`src/rtl/sram_port_arbiter_if.sv`:
```
// ----------------------------------------------------------------------------
// sram_port_arbiter_if
// Bundles the request side of the arbiter and the SRAM controller pins.
// Ports summary:
//   req / req_addr / req_we_n / req_wdata : packed per-requester access fields
//   grant / rd_valid                      : one-hot ownership and read tag
//   SRAM_address / SRAM_write_data /
//   SRAM_we_n / SRAM_read_data            : external SRAM port
//   busy                                  : arbiter is in OWN or DRAIN
// Modports:
//   master : system side (engines plus SRAM controller)
//   slave  : the arbiter itself
// SRAM_read_data is routed straight to the engines; the arbiter only tags
// it through rd_valid, so it is not part of the slave modport.
// Revision: 1.0 - initial release
// ----------------------------------------------------------------------------
`default_nettype none

interface sram_port_arbiter_if #(
  parameter int NUM_REQ = 3
);
  logic [NUM_REQ-1:0]    req;
  logic [18*NUM_REQ-1:0] req_addr;
  logic [NUM_REQ-1:0]    req_we_n;
  logic [16*NUM_REQ-1:0] req_wdata;
  logic [NUM_REQ-1:0]    grant;
  logic [NUM_REQ-1:0]    rd_valid;
  logic [15:0]           SRAM_read_data;
  logic [17:0]           SRAM_address;
  logic [15:0]           SRAM_write_data;
  logic                  SRAM_we_n;
  logic                  busy;

  modport master (
    output req, req_addr, req_we_n, req_wdata, SRAM_read_data,
    input  grant, rd_valid, SRAM_address, SRAM_write_data, SRAM_we_n, busy
  );

  modport slave (
    input  req, req_addr, req_we_n, req_wdata,
    output grant, rd_valid, SRAM_address, SRAM_write_data, SRAM_we_n, busy
  );
endinterface

`default_nettype wire

```
`src/rtl/sram_port_arbiter.sv`:
```
// ----------------------------------------------------------------------------
// sram_port_arbiter
// Shares one external SRAM port between up to four decoder engines. Ownership
// is granted per burst in round-robin order; reads in flight are drained
// before ownership moves on, so returning read data is always tagged to the
// engine that issued it.
// Ports:
//   Clock : system clock, rising edge
//   Reset : asynchronous, active-high reset
//   bus   : sram_port_arbiter_if.slave (requests, grants, SRAM pins, busy)
// Revision: 1.0 - initial release
// ----------------------------------------------------------------------------
`default_nettype none

module sram_port_arbiter #(
  parameter int NUM_REQ      = 3,
  parameter int READ_LATENCY = 2,
  parameter int BURST_LIMIT  = 0
) (
  input  wire logic          Clock,
  input  wire logic          Reset,
  sram_port_arbiter_if.slave bus
);

  localparam int IDX_W = 2;
  localparam int CNT_W = 8;

  localparam logic [1:0] S_IDLE  = 2'd0;
  localparam logic [1:0] S_OWN   = 2'd1;
  localparam logic [1:0] S_DRAIN = 2'd2;

  logic [1:0]         state_q, state_d;
  logic [NUM_REQ-1:0] grant_q, grant_d;
  logic [IDX_W-1:0]   owner_q, owner_d;
  logic [IDX_W-1:0]   rr_ptr_q, rr_ptr_d;
  logic [CNT_W-1:0]   burst_cnt_q, burst_cnt_d;
  logic [17:0]        sram_address_q, sram_address_d;
  logic [15:0]        sram_write_data_q, sram_write_data_d;
  logic               sram_we_n_q, sram_we_n_d;

  // Stage 0 holds the tag of the access currently on the SRAM pins; stage
  // READ_LATENCY lines up with the matching SRAM_read_data.
  logic [READ_LATENCY:0][NUM_REQ-1:0] tag_q, tag_d;
  logic [NUM_REQ-1:0] tag_in;
  logic               pipe_busy;

  logic               own_req;
  logic [17:0]        own_addr;
  logic               own_we_n;
  logic [15:0]        own_wdata;

  logic               win_found;
  logic [IDX_W-1:0]   win_idx;
  logic [IDX_W-1:0]   scan_idx;
  logic [NUM_REQ-1:0] win_onehot;

  function automatic logic [IDX_W-1:0] wrap_idx(input logic [IDX_W-1:0] base,
                                                input int off);
    int s;
    s = int'(base) + off;
    if (s >= NUM_REQ) s = s - NUM_REQ;
    return IDX_W'(s);
  endfunction

  // Current owner's request fields.
  always_comb begin
    own_req   = 1'b0;
    own_addr  = '0;
    own_we_n  = 1'b1;
    own_wdata = '0;
    for (int i = 0; i < NUM_REQ; i++) begin
      if (owner_q == IDX_W'(i)) begin
        own_req   = bus.req[i];
        own_addr  = bus.req_addr[18*i +: 18];
        own_we_n  = bus.req_we_n[i];
        own_wdata = bus.req_wdata[16*i +: 16];
      end
    end
  end

  // Round-robin scan starting at rr_ptr; the previous owner sits at the end
  // of the scan because rr_ptr already points past it.
  always_comb begin
    win_found = 1'b0;
    win_idx   = '0;
    scan_idx  = '0;
    for (int i = 0; i < NUM_REQ; i++) begin
      scan_idx = wrap_idx(rr_ptr_q, i);
      if (!win_found && bus.req[scan_idx]) begin
        win_found = 1'b1;
        win_idx   = scan_idx;
      end
    end
  end

  always_comb begin
    win_onehot = '0;
    for (int i = 0; i < NUM_REQ; i++) begin
      win_onehot[i] = (win_idx == IDX_W'(i));
    end
  end

  // Stage READ_LATENCY only carries the tag being presented now, so the
  // handover may proceed once the earlier stages are empty.
  assign pipe_busy = |tag_q[READ_LATENCY-1:0];

  always_comb begin
    state_d           = state_q;
    grant_d           = grant_q;
    owner_d           = owner_q;
    rr_ptr_d          = rr_ptr_q;
    burst_cnt_d       = burst_cnt_q;
    sram_address_d    = sram_address_q;
    sram_write_data_d = sram_write_data_q;
    sram_we_n_d       = 1'b1;
    tag_in            = '0;

    case (state_q)
      S_IDLE: begin
        if (win_found) begin
          grant_d     = win_onehot;
          owner_d     = win_idx;
          burst_cnt_d = '0;
          state_d     = S_OWN;
        end
      end

      S_OWN: begin
        if (own_req) begin
          sram_address_d    = own_addr;
          sram_write_data_d = own_wdata;
          sram_we_n_d       = own_we_n;
          burst_cnt_d       = burst_cnt_q + 1'b1;
          if (own_we_n) tag_in = grant_q;
          if (BURST_LIMIT > 0 && burst_cnt_q == CNT_W'(BURST_LIMIT - 1)) begin
            grant_d = '0;
            state_d = S_DRAIN;
          end
        end else begin
          grant_d = '0;
          state_d = S_DRAIN;
        end
      end

      S_DRAIN: begin
        if (!pipe_busy) begin
          rr_ptr_d = wrap_idx(owner_q, 1);
          state_d  = S_IDLE;
        end
      end

      default: begin
        grant_d = '0;
        state_d = S_IDLE;
      end
    endcase

    tag_d = {tag_q[READ_LATENCY-1:0], tag_in};
  end

  always_ff @(posedge Clock or posedge Reset) begin
    if (Reset) begin
      state_q           <= S_IDLE;
      grant_q           <= '0;
      owner_q           <= '0;
      rr_ptr_q          <= '0;
      burst_cnt_q       <= '0;
      sram_address_q    <= '0;
      sram_write_data_q <= '0;
      sram_we_n_q       <= 1'b1;
      tag_q             <= '0;
    end else begin
      state_q           <= state_d;
      grant_q           <= grant_d;
      owner_q           <= owner_d;
      rr_ptr_q          <= rr_ptr_d;
      burst_cnt_q       <= burst_cnt_d;
      sram_address_q    <= sram_address_d;
      sram_write_data_q <= sram_write_data_d;
      sram_we_n_q       <= sram_we_n_d;
      tag_q             <= tag_d;
    end
  end

  assign bus.grant           = grant_q;
  assign bus.rd_valid        = tag_q[READ_LATENCY];
  assign bus.SRAM_address    = sram_address_q;
  assign bus.SRAM_write_data = sram_write_data_q;
  assign bus.SRAM_we_n       = sram_we_n_q;
  assign bus.busy            = (state_q != S_IDLE);

endmodule

`default_nettype wire

```
`src/flat_wrapper.sv`:
```
// flat-port wrapper written by rule: the top's interface ports become plain ports
module sram_port_arbiter_flat 
#(
  parameter int NUM_REQ      = 3,
  parameter int READ_LATENCY = 2,
  parameter int BURST_LIMIT  = 0
)
  (Clock, Reset, bus_req, bus_req_addr, bus_req_we_n, bus_req_wdata, bus_grant, bus_rd_valid, bus_SRAM_address, bus_SRAM_write_data, bus_SRAM_we_n, bus_busy);
  sram_port_arbiter_if #(.NUM_REQ(NUM_REQ)) bus_i ();
  input  wire logic Clock;
  input  wire logic Reset;
  input wire logic [$bits(bus_i.req)-1:0] bus_req;
  input wire logic [$bits(bus_i.req_addr)-1:0] bus_req_addr;
  input wire logic [$bits(bus_i.req_we_n)-1:0] bus_req_we_n;
  input wire logic [$bits(bus_i.req_wdata)-1:0] bus_req_wdata;
  output wire logic [$bits(bus_i.grant)-1:0] bus_grant;
  output wire logic [$bits(bus_i.rd_valid)-1:0] bus_rd_valid;
  output wire logic [$bits(bus_i.SRAM_address)-1:0] bus_SRAM_address;
  output wire logic [$bits(bus_i.SRAM_write_data)-1:0] bus_SRAM_write_data;
  output wire logic [$bits(bus_i.SRAM_we_n)-1:0] bus_SRAM_we_n;
  output wire logic [$bits(bus_i.busy)-1:0] bus_busy;
  assign bus_i.req = bus_req;
  assign bus_i.req_addr = bus_req_addr;
  assign bus_i.req_we_n = bus_req_we_n;
  assign bus_i.req_wdata = bus_req_wdata;
  assign bus_grant = bus_i.grant;
  assign bus_rd_valid = bus_i.rd_valid;
  assign bus_SRAM_address = bus_i.SRAM_address;
  assign bus_SRAM_write_data = bus_i.SRAM_write_data;
  assign bus_SRAM_we_n = bus_i.SRAM_we_n;
  assign bus_busy = bus_i.busy;
  sram_port_arbiter #(.NUM_REQ(NUM_REQ), .READ_LATENCY(READ_LATENCY), .BURST_LIMIT(BURST_LIMIT)) u_core (.Clock(Clock), .Reset(Reset), .bus(bus_i));
endmodule
```
`config.mk`:
```
export PLATFORM = sky130hd
export DESIGN_NAME = sram_port_arbiter_flat
export DESIGN_NICKNAME = d
export VERILOG_FILES = /design/src/rtl/sram_port_arbiter_if.sv /design/src/rtl/sram_port_arbiter.sv /design/src/flat_wrapper.sv
export SDC_FILE = /design/constraint.sdc
export NUM_CORES = 1
export LEC_CHECK = 0
export ABC_CLOCK_PERIOD_IN_PS = 3300
export CAP_MARGIN = 20
export CORE_UTILIZATION = 40
export CTS_BUF_LIST = sky130_fd_sc_hd__clkbuf_8
export CTS_CLUSTER_SIZE = 28
export DETAILED_ROUTE_END_ITERATION = 10
export GPL_TIMING_DRIVEN = 0
export PLACE_DENSITY = 0.92
export SETUP_SLACK_MARGIN = 0.1
export SLEW_MARGIN = 20
export SYNTH_ARGS = -nofsm -noshare
export SYNTH_HDL_FRONTEND = slang
export SYNTH_SLANG_ARGS = --single-unit
```
`constraint.sdc`:
```
create_clock -name Clock -period 3.3 [get_ports Clock]
set_clock_uncertainty 0.15 [all_clocks]
set_input_delay 0.66 -clock Clock [delete_from_list [all_inputs] [get_ports Clock]]
set_output_delay 0.66 -clock Clock [all_outputs]
set_load 0.02 [all_outputs]
```
After elaboration in Yosys (flattened, before gate mapping)
Cells that the tools add are included.
{"block": "totals", "output_inout_bits": 42, "regBits": 53}
{"block": "classes", "add_sub_neg": 7, "n_lt_le_gt_ge": 7, "eq_ne": 9, "bitwise_logic": 2, "reduce_logical": 14, "n_mux": 40}
{"cell": "$mux 18", "n": 3}
{"cell": "$mux 16", "n": 3}
{"cell": "$mux 2", "n": 10}
{"cell": "$mux 3", "n": 5}
{"cell": "$mux 1", "n": 14}
{"cell": "$ge 3x2->1 const B", "n": 3}
{"cell": "$lt 2x3->1 const B", "n": 3}
{"cell": "$pmux 3 s3", "n": 1}
{"cell": "$add 2x1->3 const B", "n": 2}
{"cell": "$bmux 1 s2", "n": 3}
{"cell": "$eq 2x1->1 const B", "n": 3}
{"cell": "$eq 2x2->1 const B", "n": 3}
{"cell": "$logic_not 2->1", "n": 3}
{"cell": "$pmux 2 s3", "n": 1}
{"cell": "$reduce_and 2->1", "n": 3}
{"cell": "$reduce_and 3->1", "n": 2}
{"cell": "$reduce_or 6->1", "n": 1}
{"cell": "$sub 2x1->2 const B", "n": 3}
{"cell": "$ne 2x2->1 const B", "n": 2}
{"cell": "$add 2x2->3 const B", "n": 1}
{"cell": "$ge 2x2->1 const B", "n": 1}
{"cell": "$logic_and 1x1->1", "n": 2}
{"cell": "$logic_not 1->1", "n": 2}
{"cell": "$ne 2x1->1 const B", "n": 1}
{"cell": "3 further kinds", "n": 4}

Logic depth before layout (Yosys ltp)
{"block": "depth", "ltp_word": 14, "depth_mapped": 10, "mapped_depth_nobuf": 7}

Worst setup path before layout
No wires, ideal clock.
{"block": "synth_path", "path_type": "register to register", "startpoint": "register u_core.rr_ptr_q[0]", "endpoint": "register u_core.owner_q[1]", "setup_time_ns": 0.127, "t_arrival_ns": 1.852, "slack_ns": 1.171, "synth_period_minus_slack_ns": 2.129, "required_ns": 3.023, "stages_incl_launch_ff": 9, "cell_sequence": "dfrtp_1 -> inv_1 -> ha_1 -> buf_2 -> nor2b_1 -> o21a_1 -> o31ai_4 -> inv_2 -> mux2_1"}
{"block": "synth_via", "elab_chain_cells": 12}
{"item": "from (decl)", "line_no": "sram_port_arbiter.sv:35", "rtl": "logic [IDX_W-1:0] rr_ptr_q, rr_ptr_d;"}
{"item": "from (signal assigned)", "line_no": "sram_port_arbiter.sv:176", "rtl": "rr_ptr_q <= rr_ptr_d;"}
{"item": "branches (longest 12 deep; another with $add 2x1->3)"}
{"item": "to (signal assigned)", "line_no": "sram_port_arbiter.sv:175", "rtl": "owner_q <= owner_d;"}
{"item": "to (decl)", "line_no": "sram_port_arbiter.sv:34", "rtl": "logic [IDX_W-1:0] owner_q, owner_d;"}
Parallel ways; which one is timed is not known. The select of a mux whose other input is x is not followed.
A chain may end at the register's enable or synchronous reset.

Worst setup path after layout
{"block": "layout_path", "startpoint": "register u_core.state_q[0]", "endpoint": "output port bus_busy"}
{"block": "layout_via", "elab_chain_cells": 1}
{"item": "from (decl)", "line_no": "sram_port_arbiter.sv:32", "rtl": "logic [1:0] state_q, state_d;"}
{"item": "from (signal assigned)", "line_no": "sram_port_arbiter.sv:173", "rtl": "state_q <= state_d;"}
{"item": "$reduce_bool 2->1", "line_no": "sram_port_arbiter.sv:190", "rtl": "assign bus.busy = (state_q != S_IDLE);"}
{"item": "to (decl)", "line_no": "flat_wrapper.sv:21", "rtl": "output wire logic [$bits(bus_i.busy)-1:0] bus_busy;"}
No other way between the ends.

==> results.json <==
{
  "grt_pass1_vias": 3038,
  "port_buffers": 150,
  "grt_pass1_wl_microns": 14500,
  "crit_type": "register to primary output",
  "synth-async-reset-ratio_pct": 100,
  "synth_area_leaders": "dfrtp_1 45%, a22oi_1 8.5%, a21oi_1 6.3%, nand2_1 5.7%, o21ai_0 5.7%",
  "slew_viol_final": 0,
  "tns_ns": 0,
  "slew-limit-headroom_pct": 54.6,
  "yosys-top-cells-count": "52 x dfrtp_1, 44 x nand2_1, 40 x nor2_1, 37 x a21oi_1",
  "worst-path-max-fanout": 5,
  "cap_viol_max_count": 0,
  "end_kind": "primary output",
  "fillCellCount": 587,
  "worstRegToRegCells": 8,
  "post-cts-setup-buffers": 0,
  "synth_cell_types": 41,
  "finalSetupViolations": 0,
  "yosysWarnings": 0,
  "startpoint": "u_core.state_q[0]",
  "synth_edf_count": 0,
  "holdCritPathClass": "register to register",
  "yosys.cell_count.top_type": "dfrtp_1",
  "cp-start-kind": "register",
  "gp_congestion": 0.921,
  "drcViolationCount": 0,
  "synth_seq_area_share_pct": 45.5,
  "period_needed_ns": 2.44,
  "drtIter0Drc": 143,
  "post_drt_wl_per_cell_microns": 15.6,
  "vias_per_cell": 5.26,
  "period_share_pct": 73.8,
  "hold_path_end": "u_core.bus.rd_valid[2]",
  "avgSynthCellArea_sq_um": 8.56,
  "antennaDiodeCount": 0,
  "r2r-start": "u_core.rr_ptr_q[0]",
  "firstDrtPassIters": 4,
  "cp_top_family": "buffers and inverters",
  "syn_nets": 458,
  "final-hold-violation-count": 0,
  "insertion_delay_ns": 0.30,
  "max_freq_mhz": 410,
  "fin_nets": 616,
  "clk_pin_slew_ns": 0.10,
  "reg2reg_setup_slack_ns": 0.98,
  "core_area_sq_um": 6910,
  "globalRouteOverflowTotal": 0,
  "grtUsageTotal_pct": 24.5,
  "power.leakage_nw": 1.99,
  "start_util_pct": 42.3,
  "synth_ff_type": "dfrtp_1",
  "synth_top_area_share_pct": 44.6,
  "htree_num_levels": 2,
  "cts-resized-gates": 0,
  "drive_gt1_share_pct": 6.20,
  "critPathArrivalTime_ns": 1.63,
  "setup_slack_ns": 0.864,
  "synthCells": 341,
  "crit_path_top_delay_cell": "clkdlybuf4s50_1",
  "cp_cell_sequence": "nor2_1 -> inv_1 -> clkdlybuf4s50_1",
  "ir_drop_v": 0.000417,
  "rsz0062_at_grt": "false",
  "numClockSinks": 53,
  "routed_wl_microns": 9310,
  "area_growth_pct": 60.4,
  "place_ws_ns": 0.566,
  "worstReg2RegEnd": "u_core.owner_q[1]",
  "min-delay-start": "u_core.tag_d[8]",
  "hold_depth": 0,
  "cts-root-buf": "clkbuf_8",
  "clockBufferDepth": 2,
  "cts_hold_buffers": 0,
  "vias": 3136,
  "status": "finished clean",
  "syn_area_sq_um": 2920,
  "die_area_sq_um": 7650,
  "antenna_found_initial": 0,
  "tightest_slew_ns": 0.680,
  "synth_area_leader_cell": "dfrtp_1",
  "power.density_nw_per_um2": 801,
  "path_buf_inv": 2,
  "critPathMaxStageDelay_ns": 0.55,
  "antenna_left": 0,
  "ys_seq_elements": 53,
  "grt_max_degree": 32,
  "io_pins": 152,
  "required_ns": 2.49,
  "rows": 30,
  "dpl.hpwl_microns": 7270,
  "cts_inserted_buffers": 5,
  "die_w_microns": 87.4,
  "fp.dieH_microns": 87.4,
  "cts_tree": "yes"
}
[where the power goes]
part	total (mW)	switching [mW]	internal, mW
clock network	0.451	0.224	0.227
logic	2.30	1.30	1.00
registers	0.996	0.130	0.866
total	3.75	1.65	2.10
[final cells by class]
type                            count  area [sq um]  area share (%)
Clock inverter                      3          46.3           0.988
Inverter                           13          48.8            1.04
Multi-Input combinational cell    248          1400            29.8
Tap cell                           96           120            2.56
Timing Repair Buffer              151          1530            32.6
Sequential cell                    53          1330            28.3
Clock buffer                        5          68.8            1.47
Buffer                             27           149            3.18
[how the worst max path moves through the flow]
stage                                           to  cells past startpoint  slack, ns
finish                                    bus_busy                      3       0.86
global route         u_core.bus.SRAM_write_data[6]                      8       0.76
CTS                                       bus_busy                      3       0.86
detailed placement  u_core.bus.SRAM_write_data[13]                      8       0.57
global placement     u_core.bus.SRAM_write_data[5]                      2       0.28
floorplan                        u_core.owner_q[1]                      8       1.17
[layout by cell type (no fill, tap or decap), types with 5 or more instances in the layout]
cell,count
o21ai_1,8
clkdlybuf4s50_1,150
clkbuf_8,5
a22oi_1,33
a21oi_1,37
dfrtp_1,52
buf_2,11
clkbuf_1,11
ha_1,7
nor2_1,40
inv_1,11
nor2b_1,8
nand2_1,44
o21ai_0,33
[through the flow]
step	instance area, sq um	power (mW)	hold WS (ns)	instances	utilization (%)
after floorplan	2920	2.44	0.204	341	-
after global routing	4680	4.05	0.240	596	67.8
after global placement	4540	3.21	0.207	587	65.8
after detailed placement	4570	3.30	0.212	588	66.2
after CTS	4680	3.76	0.236	596	67.8
final	4680	3.75	0.235	596	67.8
[cell families (layout without fill, tap and decap cells)]
kind of cell / count (synthesis) / count (layout) / share of synthesized area (%)
muxes: 5 / 5 / 1.80
and+or+nand+nor: 110 / 110 / 16.5
buffers and inverters: 40 / 199 / 6.77
adders and majority gates: 7 / 7 / 3.00
DFF: 53 / 53 / 45.5
AOI/OAI and AO/OA: 126 / 126 / 26.4
[registers in the layout, indices dropped and copies added, names as in the netlist]
register and count:
u_core.bus.SRAM_write_data 16, u_core.state_q 2, u_core.owner_q 2, u_core.rr_ptr_q 2, u_core.bus.SRAM_address 18, u_core.bus.rd_valid 3
u_core.bus.grant 3, u_core.bus.SRAM_we_n 1, u_core.tag_d 6
[layer usage]
| metal | track usage (%) | routed length [microns] |
|---|---|---|
| met1 | 29.6 | 3700 |
| met2 | 43.5 | 4670 |
| met3 | 5.88 | 751 |
| met4 | 7.00 | 181 |
| met5 | 0 | 0 |
Power figures use the tool's default switching activity.
